<file path="src/rtl/lsu_axi_master.sv">
// Load/store unit AXI-lite master: one outstanding load or store, lane-aligned
// address/strobe/data generation and sign/zero extension of load results.
module lsu_axi_master #(
  parameter int ADDR_W = 32,
  parameter int DATA_W = 32
) (
  input  logic              clk,
  input  logic              reset,
  input  logic              req_valid,
  output logic              req_ready,
  input  logic              req_load,
  input  logic              req_store,
  input  logic [ADDR_W-1:0] req_addr,
  input  logic [DATA_W-1:0] req_wdata,
  input  logic [1:0]        req_size,
  input  logic              req_unsigned,
  output logic              resp_valid,
  input  logic              resp_ready,
  output logic [DATA_W-1:0] resp_rdata,
  output logic              resp_err,
  output logic              sram_read_write,
  output logic              mem_read,
  output logic              mem_write,
  output logic [ADDR_W-1:0] axi_araddr,
  output logic              axi_arvalid,
  input  logic              axi_arready,
  input  logic [DATA_W-1:0] axi_rdata,
  input  logic              axi_rvalid,
  output logic              axi_rready,
  output logic [ADDR_W-1:0] axi_awaddr,
  output logic              axi_awvalid,
  input  logic              axi_awready,
  output logic [DATA_W-1:0] axi_wdata,
  output logic [7:0]        axi_wstrb,
  output logic              axi_wvalid,
  input  logic              axi_wready,
  input  logic              axi_bvalid,
  output logic              axi_bready,
  input  logic [1:0]        axi_bresp
);

  typedef enum logic [2:0] {IDLE, RD_ADDR, RD_DATA, WR_REQ, WR_RESP, RESP} state_t;

  state_t            state_q, state_d;
  logic              req_ready_q, req_ready_d;
  logic              resp_valid_q, resp_valid_d;
  logic [DATA_W-1:0] resp_rdata_q, resp_rdata_d;
  logic              resp_err_q, resp_err_d;
  logic              rw_q, rw_d;
  logic              mem_read_q, mem_read_d;
  logic              mem_write_q, mem_write_d;
  logic [ADDR_W-1:0] araddr_q, araddr_d;
  logic              arvalid_q, arvalid_d;
  logic              rready_q, rready_d;
  logic [ADDR_W-1:0] awaddr_q, awaddr_d;
  logic              awvalid_q, awvalid_d;
  logic [DATA_W-1:0] wdata_q, wdata_d;
  logic [7:0]        wstrb_q, wstrb_d;
  logic              wvalid_q, wvalid_d;
  logic              bready_q, bready_d;
  logic              aw_done_q, aw_done_d;
  logic              w_done_q, w_done_d;
  logic [1:0]        off_q, off_d;
  logic [1:0]        size_q, size_d;
  logic              uns_q, uns_d;
  logic              aw_fin, w_fin;

  function automatic logic is_misaligned(input logic [1:0] size, input logic [1:0] off);
    case (size)
      2'd0:    is_misaligned = 1'b0;
      2'd1:    is_misaligned = off[0];
      2'd2:    is_misaligned = |off;
      default: is_misaligned = 1'b1;
    endcase
  endfunction

  function automatic logic [3:0] lane_strb(input logic [1:0] size, input logic [1:0] off);
    logic [3:0] base;
    case (size)
      2'd0:    base = 4'b0001;
      2'd1:    base = 4'b0011;
      default: base = 4'b1111;
    endcase
    lane_strb = base << off;
  endfunction

  function automatic logic [DATA_W-1:0] extend_load(input logic [DATA_W-1:0] word,
                                                    input logic [1:0] off,
                                                    input logic [1:0] size,
                                                    input logic uns);
    logic signed [7:0]  b;
    logic signed [15:0] h;
    b = word[{off, 3'b000} +: 8];
    h = off[1] ? word[31:16] : word[15:0];
    case (size)
      2'd0:    extend_load = uns ? {{(DATA_W-8){1'b0}}, b} : {{(DATA_W-8){b[7]}}, b};
      2'd1:    extend_load = uns ? {{(DATA_W-16){1'b0}}, h} : {{(DATA_W-16){h[15]}}, h};
      default: extend_load = word;
    endcase
  endfunction

  // A write channel counts as finished if it completed earlier or handshakes now.
  assign aw_fin = aw_done_q || (awvalid_q && axi_awready);
  assign w_fin  = w_done_q  || (wvalid_q  && axi_wready);

  always_comb begin
    state_d      = state_q;
    req_ready_d  = req_ready_q;
    resp_valid_d = resp_valid_q;
    resp_rdata_d = resp_rdata_q;
    resp_err_d   = resp_err_q;
    rw_d         = rw_q;
    mem_read_d   = mem_read_q;
    mem_write_d  = mem_write_q;
    araddr_d     = araddr_q;
    arvalid_d    = arvalid_q;
    rready_d     = rready_q;
    awaddr_d     = awaddr_q;
    awvalid_d    = awvalid_q;
    wdata_d      = wdata_q;
    wstrb_d      = wstrb_q;
    wvalid_d     = wvalid_q;
    bready_d     = bready_q;
    aw_done_d    = aw_done_q;
    w_done_d     = w_done_q;
    off_d        = off_q;
    size_d       = size_q;
    uns_d        = uns_q;
    case (state_q)
      IDLE: begin
        req_ready_d = 1'b1;
        if (req_valid && req_ready_q) begin
          req_ready_d = 1'b0;
          off_d       = req_addr[1:0];
          size_d      = req_size;
          uns_d       = req_unsigned;
          if (!req_load && !req_store) begin
            state_d      = RESP;
            resp_valid_d = 1'b1;
            resp_err_d   = 1'b0;
            resp_rdata_d = '0;
          end else if (is_misaligned(req_size, req_addr[1:0])) begin
            state_d      = RESP;
            resp_valid_d = 1'b1;
            resp_err_d   = 1'b1;
            resp_rdata_d = '0;
          end else if (req_load) begin
            state_d    = RD_ADDR;
            araddr_d   = {req_addr[ADDR_W-1:2], 2'b00};
            arvalid_d  = 1'b1;
            mem_read_d = 1'b1;
            rw_d       = 1'b0;
          end else begin
            state_d     = WR_REQ;
            awaddr_d    = {req_addr[ADDR_W-1:2], 2'b00};
            wdata_d     = req_wdata << {req_addr[1:0], 3'b000};
            wstrb_d     = {4'b0000, lane_strb(req_size, req_addr[1:0])};
            awvalid_d   = 1'b1;
            wvalid_d    = 1'b1;
            aw_done_d   = 1'b0;
            w_done_d    = 1'b0;
            mem_write_d = 1'b1;
            rw_d        = 1'b1;
          end
        end
      end
      RD_ADDR: begin
        if (axi_arready) begin
          arvalid_d = 1'b0;
          rready_d  = 1'b1;
          state_d   = RD_DATA;
        end
      end
      RD_DATA: begin
        if (axi_rvalid) begin
          rready_d     = 1'b0;
          mem_read_d   = 1'b0;
          resp_rdata_d = extend_load(axi_rdata, off_q, size_q, uns_q);
          resp_err_d   = 1'b0;
          resp_valid_d = 1'b1;
          state_d      = RESP;
        end
      end
      WR_REQ: begin
        if (aw_fin) begin
          awvalid_d = 1'b0;
          aw_done_d = 1'b1;
        end
        if (w_fin) begin
          wvalid_d = 1'b0;
          w_done_d = 1'b1;
        end
        if (aw_fin && w_fin) begin
          bready_d = 1'b1;
          state_d  = WR_RESP;
        end
      end
      WR_RESP: begin
        if (axi_bvalid) begin
          bready_d     = 1'b0;
          mem_write_d  = 1'b0;
          rw_d         = 1'b0;
          resp_err_d   = (axi_bresp != 2'b00);
          resp_rdata_d = '0;
          resp_valid_d = 1'b1;
          state_d      = RESP;
        end
      end
      RESP: begin
        if (resp_ready) begin
          resp_valid_d = 1'b0;
          req_ready_d  = 1'b1;
          state_d      = IDLE;
        end
      end
      default: state_d = IDLE;
    endcase
  end

  always_ff @(posedge clk) begin
    if (reset) begin
      state_q      <= IDLE;
      req_ready_q  <= 1'b0;
      resp_valid_q <= 1'b0;
      resp_rdata_q <= '0;
      resp_err_q   <= 1'b0;
      rw_q         <= 1'b0;
      mem_read_q   <= 1'b0;
      mem_write_q  <= 1'b0;
      araddr_q     <= '0;
      arvalid_q    <= 1'b0;
      rready_q     <= 1'b0;
      awaddr_q     <= '0;
      awvalid_q    <= 1'b0;
      wdata_q      <= '0;
      wstrb_q      <= '0;
      wvalid_q     <= 1'b0;
      bready_q     <= 1'b0;
      aw_done_q    <= 1'b0;
      w_done_q     <= 1'b0;
      off_q        <= '0;
      size_q       <= '0;
      uns_q        <= 1'b0;
    end else begin
      state_q      <= state_d;
      req_ready_q  <= req_ready_d;
      resp_valid_q <= resp_valid_d;
      resp_rdata_q <= resp_rdata_d;
      resp_err_q   <= resp_err_d;
      rw_q         <= rw_d;
      mem_read_q   <= mem_read_d;
      mem_write_q  <= mem_write_d;
      araddr_q     <= araddr_d;
      arvalid_q    <= arvalid_d;
      rready_q     <= rready_d;
      awaddr_q     <= awaddr_d;
      awvalid_q    <= awvalid_d;
      wdata_q      <= wdata_d;
      wstrb_q      <= wstrb_d;
      wvalid_q     <= wvalid_d;
      bready_q     <= bready_d;
      aw_done_q    <= aw_done_d;
      w_done_q     <= w_done_d;
      off_q        <= off_d;
      size_q       <= size_d;
      uns_q        <= uns_d;
    end
  end

  assign req_ready       = req_ready_q;
  assign resp_valid      = resp_valid_q;
  assign resp_rdata      = resp_rdata_q;
  assign resp_err        = resp_err_q;
  assign sram_read_write = rw_q;
  assign mem_read        = mem_read_q;
  assign mem_write       = mem_write_q;
  assign axi_araddr      = araddr_q;
  assign axi_arvalid     = arvalid_q;
  assign axi_rready      = rready_q;
  assign axi_awaddr      = awaddr_q;
  assign axi_awvalid     = awvalid_q;
  assign axi_wdata       = wdata_q;
  assign axi_wstrb       = wstrb_q;
  assign axi_wvalid      = wvalid_q;
  assign axi_bready      = bready_q;

endmodule
</file>
<file path="config.mk">
export PLATFORM = sky130hd
export DESIGN_NAME = lsu_axi_master
export DESIGN_NICKNAME = d
export VERILOG_FILES = /design/src/rtl/lsu_axi_master.sv
export SDC_FILE = /design/constraint.sdc
export NUM_CORES = 1
export LEC_CHECK = 0
export ABC_AREA = 1
export CAP_MARGIN = 20
export CORE_MARGIN = 2
export CORE_UTILIZATION = 40
export DETAILED_ROUTE_END_ITERATION = 12
export HOLD_SLACK_MARGIN = 0.03
export MAX_ROUTING_LAYER = met4
export PLACE_DENSITY = 0.73
export SLEW_MARGIN = 20
export SYNTH_ARGS = -nofsm -noshare
export SYNTH_HDL_FRONTEND = slang
export SYNTH_SLANG_ARGS = --single-unit
</file>
<file path="constraint.sdc">
create_clock -name clk -period 2.8 [get_ports clk]
set_input_delay 0.42 -clock clk [delete_from_list [all_inputs] [get_ports clk]]
set_output_delay 0.42 -clock clk [all_outputs]
set_load 0.005 [all_outputs]
</file>
==> flow_summary.yaml <==
synth:
  synth_compound_area_frac: 0.1624
  synth_area_leaders: "dfxtp_1 42%, nand2_1 14%, a21oi_1 9.1%"
  yosys.area_share.simple: 0.3158
  async_flop_share: 0
  synth.avg_cell_area_um2: 6.799
  yosysWarnings: 0
  syn_inst: 1039
  synth_cell_types: 33
  ys_ff_latch: 149
  synthTopCellsByCount: "261 x nand2_1, 149 x dfxtp_1, 139 x nor2_1, 129 x a21oi_1, 77 x o21ai_0"
  synthXorXnorAreaFrac: 0
  synthAdderAreaFrac: 0
  synth_most_common_cell: "nand2_1"
  synth_area_leader_cell: "dfxtp_1"
  ys.flop_type: "dfxtp_1"
  synth_top_family_by_area: "simple AND/OR/NAND/NOR gates"
  netlist.area_leader.share: 0.4222
  synth-edff-count: 0
  yosysSeqAreaShare: 0.4222
  synth_area_um2: 7064
  synth_mux_area_frac: 0
worst_setup_path:
  rrSetupSlack_ns: 0.76
  worstPathRequired_ns: 3.07
  crit_path_frequent_cell: "nand2_1"
  critPathMaxStageDelay_ns: 0.69
  endpoint_kind: "flip-flop"
  critPathArrivalTime_ns: 2.31
  start_kind: "flip-flop"
  path_cells: "inv_2, nand2_1, nand2_1, nand2_2, nand2_2, nand2_4, nand3_4, nand2_1, a21oi_1"
  crit_fanout: 18
  slowest_stage: "dfxtp_1"
  critPathKind: "flip-flop to flip-flop"
floorplanning:
  core_um2: 17300
  dieArea_um2: 18740
  die_height_um: 136.9
  fp.dieW_um: 136.9
  pin_count: 259
  std_cell_rows: 48
  start_util: 0.4084
worst_hold_path:
  hp-class: "flip-flop to flip-flop"
clocking:
  clk_pin_slew_ns: 0.06
  cts_resized: 0
  clockBufferDepth: 2
  cts_setup_buffers: 0
  cts_buffers: 17
  cts_sinks: 149
  cts_tree: "built"
  htreeDepth: 4
  cts_root_buffer: "clkbuf_16"
  clk_latency_ns: 0.42
  hold_buffers: 0
global_route:
  antenna_found_initial: 0
  grt_pass1_wl_um: 35540
  grt_pass1_vias: 6864
  grt-ovfl-total: 0
  grt_usage: 0.2479
  grt_max_degree: 60
power_and_ir_drop:
  seqPwrFrac: 0.360
  power_density_nw_per_um2: 655.6
  combPwrFrac: 0.299
  switching_share: 0.3457
  peakVddDrop_mv: 0.4549
  switchingPower_mw: 2.309
  power_mw: 6.679
  clockPowerShare: 0.341
  power.leakage_nw: 3.954
  p_int_mw: 4.370
sta:
  tightest_slew_ns: 0.7298
  rsz0062_at_grt: "no"
  finalSetupTns_ns: 0
  fin_crit_sh: 0.7283
  fin_crit_ns: 2.039
  finClkSkew_ns: 0.01072
  final_max_slew_viol_count: 0
  setup_viol: 0
  final-hold-violation-count: 0
  clock.fmax_ghz: 0.4904
  slew_headroom: 0.5129
layout:
  layout-drive-gt1-share: 0.06255
  utilization: 0.5890
  areaGrowthSynthToFinish_pct: 44.21
  antenna_cells: 0
  nets: 1362
placed_design:
  hpwl_um: 16130
  place_congestion: 0.9312
  io_buffers: 250
route:
  routed_via_density: 5.083
  drt_iter0_markers: 502
  wl_per_cell_um: 15.30
  via_count: 7563
  first_pass_iters: 5
  route.detailed.drc: 0
  drtAntennaViolNets: 0
  finalWirelength_um: 22760
flow_run:
  max-cap-violations: 0
outcome:
  outcome: "complete, no violations"
-- stage by stage --
stage / worst slack, ns / hold WS [ns] / cell area [um^2] / instances
CTS: 0.8114 / 0.4520 / 10190 / 1488
detailed placement: 0.5981 / 0.4422 / 9605 / 1456
global placement: 0.6178 / 0.4341 / 9605 / 1456
global route: 0.6191 / 0.4756 / 10190 / 1488
finish: 0.7609 / 0.4449 / 10190 / 1488
floorplan: 1.302 / 0.4310 / 7091 / 1046
-- worst max-delay path, delay by kind of cell (launching register included) --
family / cells / cell delay, ns
flops: 1 / 0.69
buf+inv: 1 / 0.26
simple gates: 7 / 0.86
compound gates: 1 / 0.07
-- final cells by class --
class / count / area (um^2)
flip-flops and latches: 149 / 2983
repair buffers: 266 / 2658
clock inverters: 13 / 148.9
multi-input cells: 745 / 3417
fillers: 1617 / 7109
well taps: 225 / 281.5
inverters: 71 / 266.5
clock buffers: 19 / 432.9
-- power by group through the flow --
stage | registers (mW) | clock network, mW | logic [mW]
finish | 2.40 | 2.28 | 2.00
global route | 2.43 | 2.40 | 2.21
CTS | 2.40 | 2.31 | 1.98
detailed placement | 2.45 | 0 | 1.97
global placement | 2.45 | 0 | 1.98
floorplan | 2.42 | 0 | 1.33
-- sequential cells by signal, indices dropped and copies added, names as in the netlist, 2 cells and up --
register / flops
axi_araddr: 30
axi_awaddr: 30
axi_wdata: 32
axi_wstrb: 4
off_q: 2
resp_rdata: 32
size_q: 2
state_q: 3
-- cell families (layout without fill, tap and decap cells) --
| family | Yosys count | count (layout) |
|---|---|---|
| DFF | 149 | 149 |
| other | 1 | 8 |
| buffers and inverters | 152 | 369 |
| and+or+nand+nor | 513 | 513 |
| AOI/OAI and AO/OA | 224 | 224 |
-- layer usage --
metal,GRT usage,wire (um),vias up
met5,-,0,-
met1,0.3261,10080,3422
met4,0.08763,603,0
met2,0.3853,10710,278
met3,0.04222,1376,44
li1,-,-,3819
-- final timing paths --
path              startpoint              to  depth (start not counted)
setup / recovery    off_q[1]  resp_rdata[30]                          9
hold / removal     mem_write       mem_write                          2
setup reg to reg    off_q[1]  resp_rdata[30]                          9
hold reg to reg    mem_write       mem_write                          2
-- cell usage in the layout, fill, tap and decap left out, drive strengths merged --
cell           Yosys  layout
inv               70      75
o211ai             7       7
nor3              11      11
nand3             28      28
bufinv             0       2
nand3b             1       1
clkbuf            36      19
a211oi             1       1
o22ai              1       1
o21ai             85      85
nand4             56      56
clkinv             1       5
clkdlybuf4s50      0     249
conb               1       8
nand2            270     270
nor2             146     146
clkinvlp           0       2
buf               45      17
a31oi              1       1
a21oi            129     129
or2                1       1
dfxtp            149     149
Note: power is estimated with default switching activity, not from simulation.
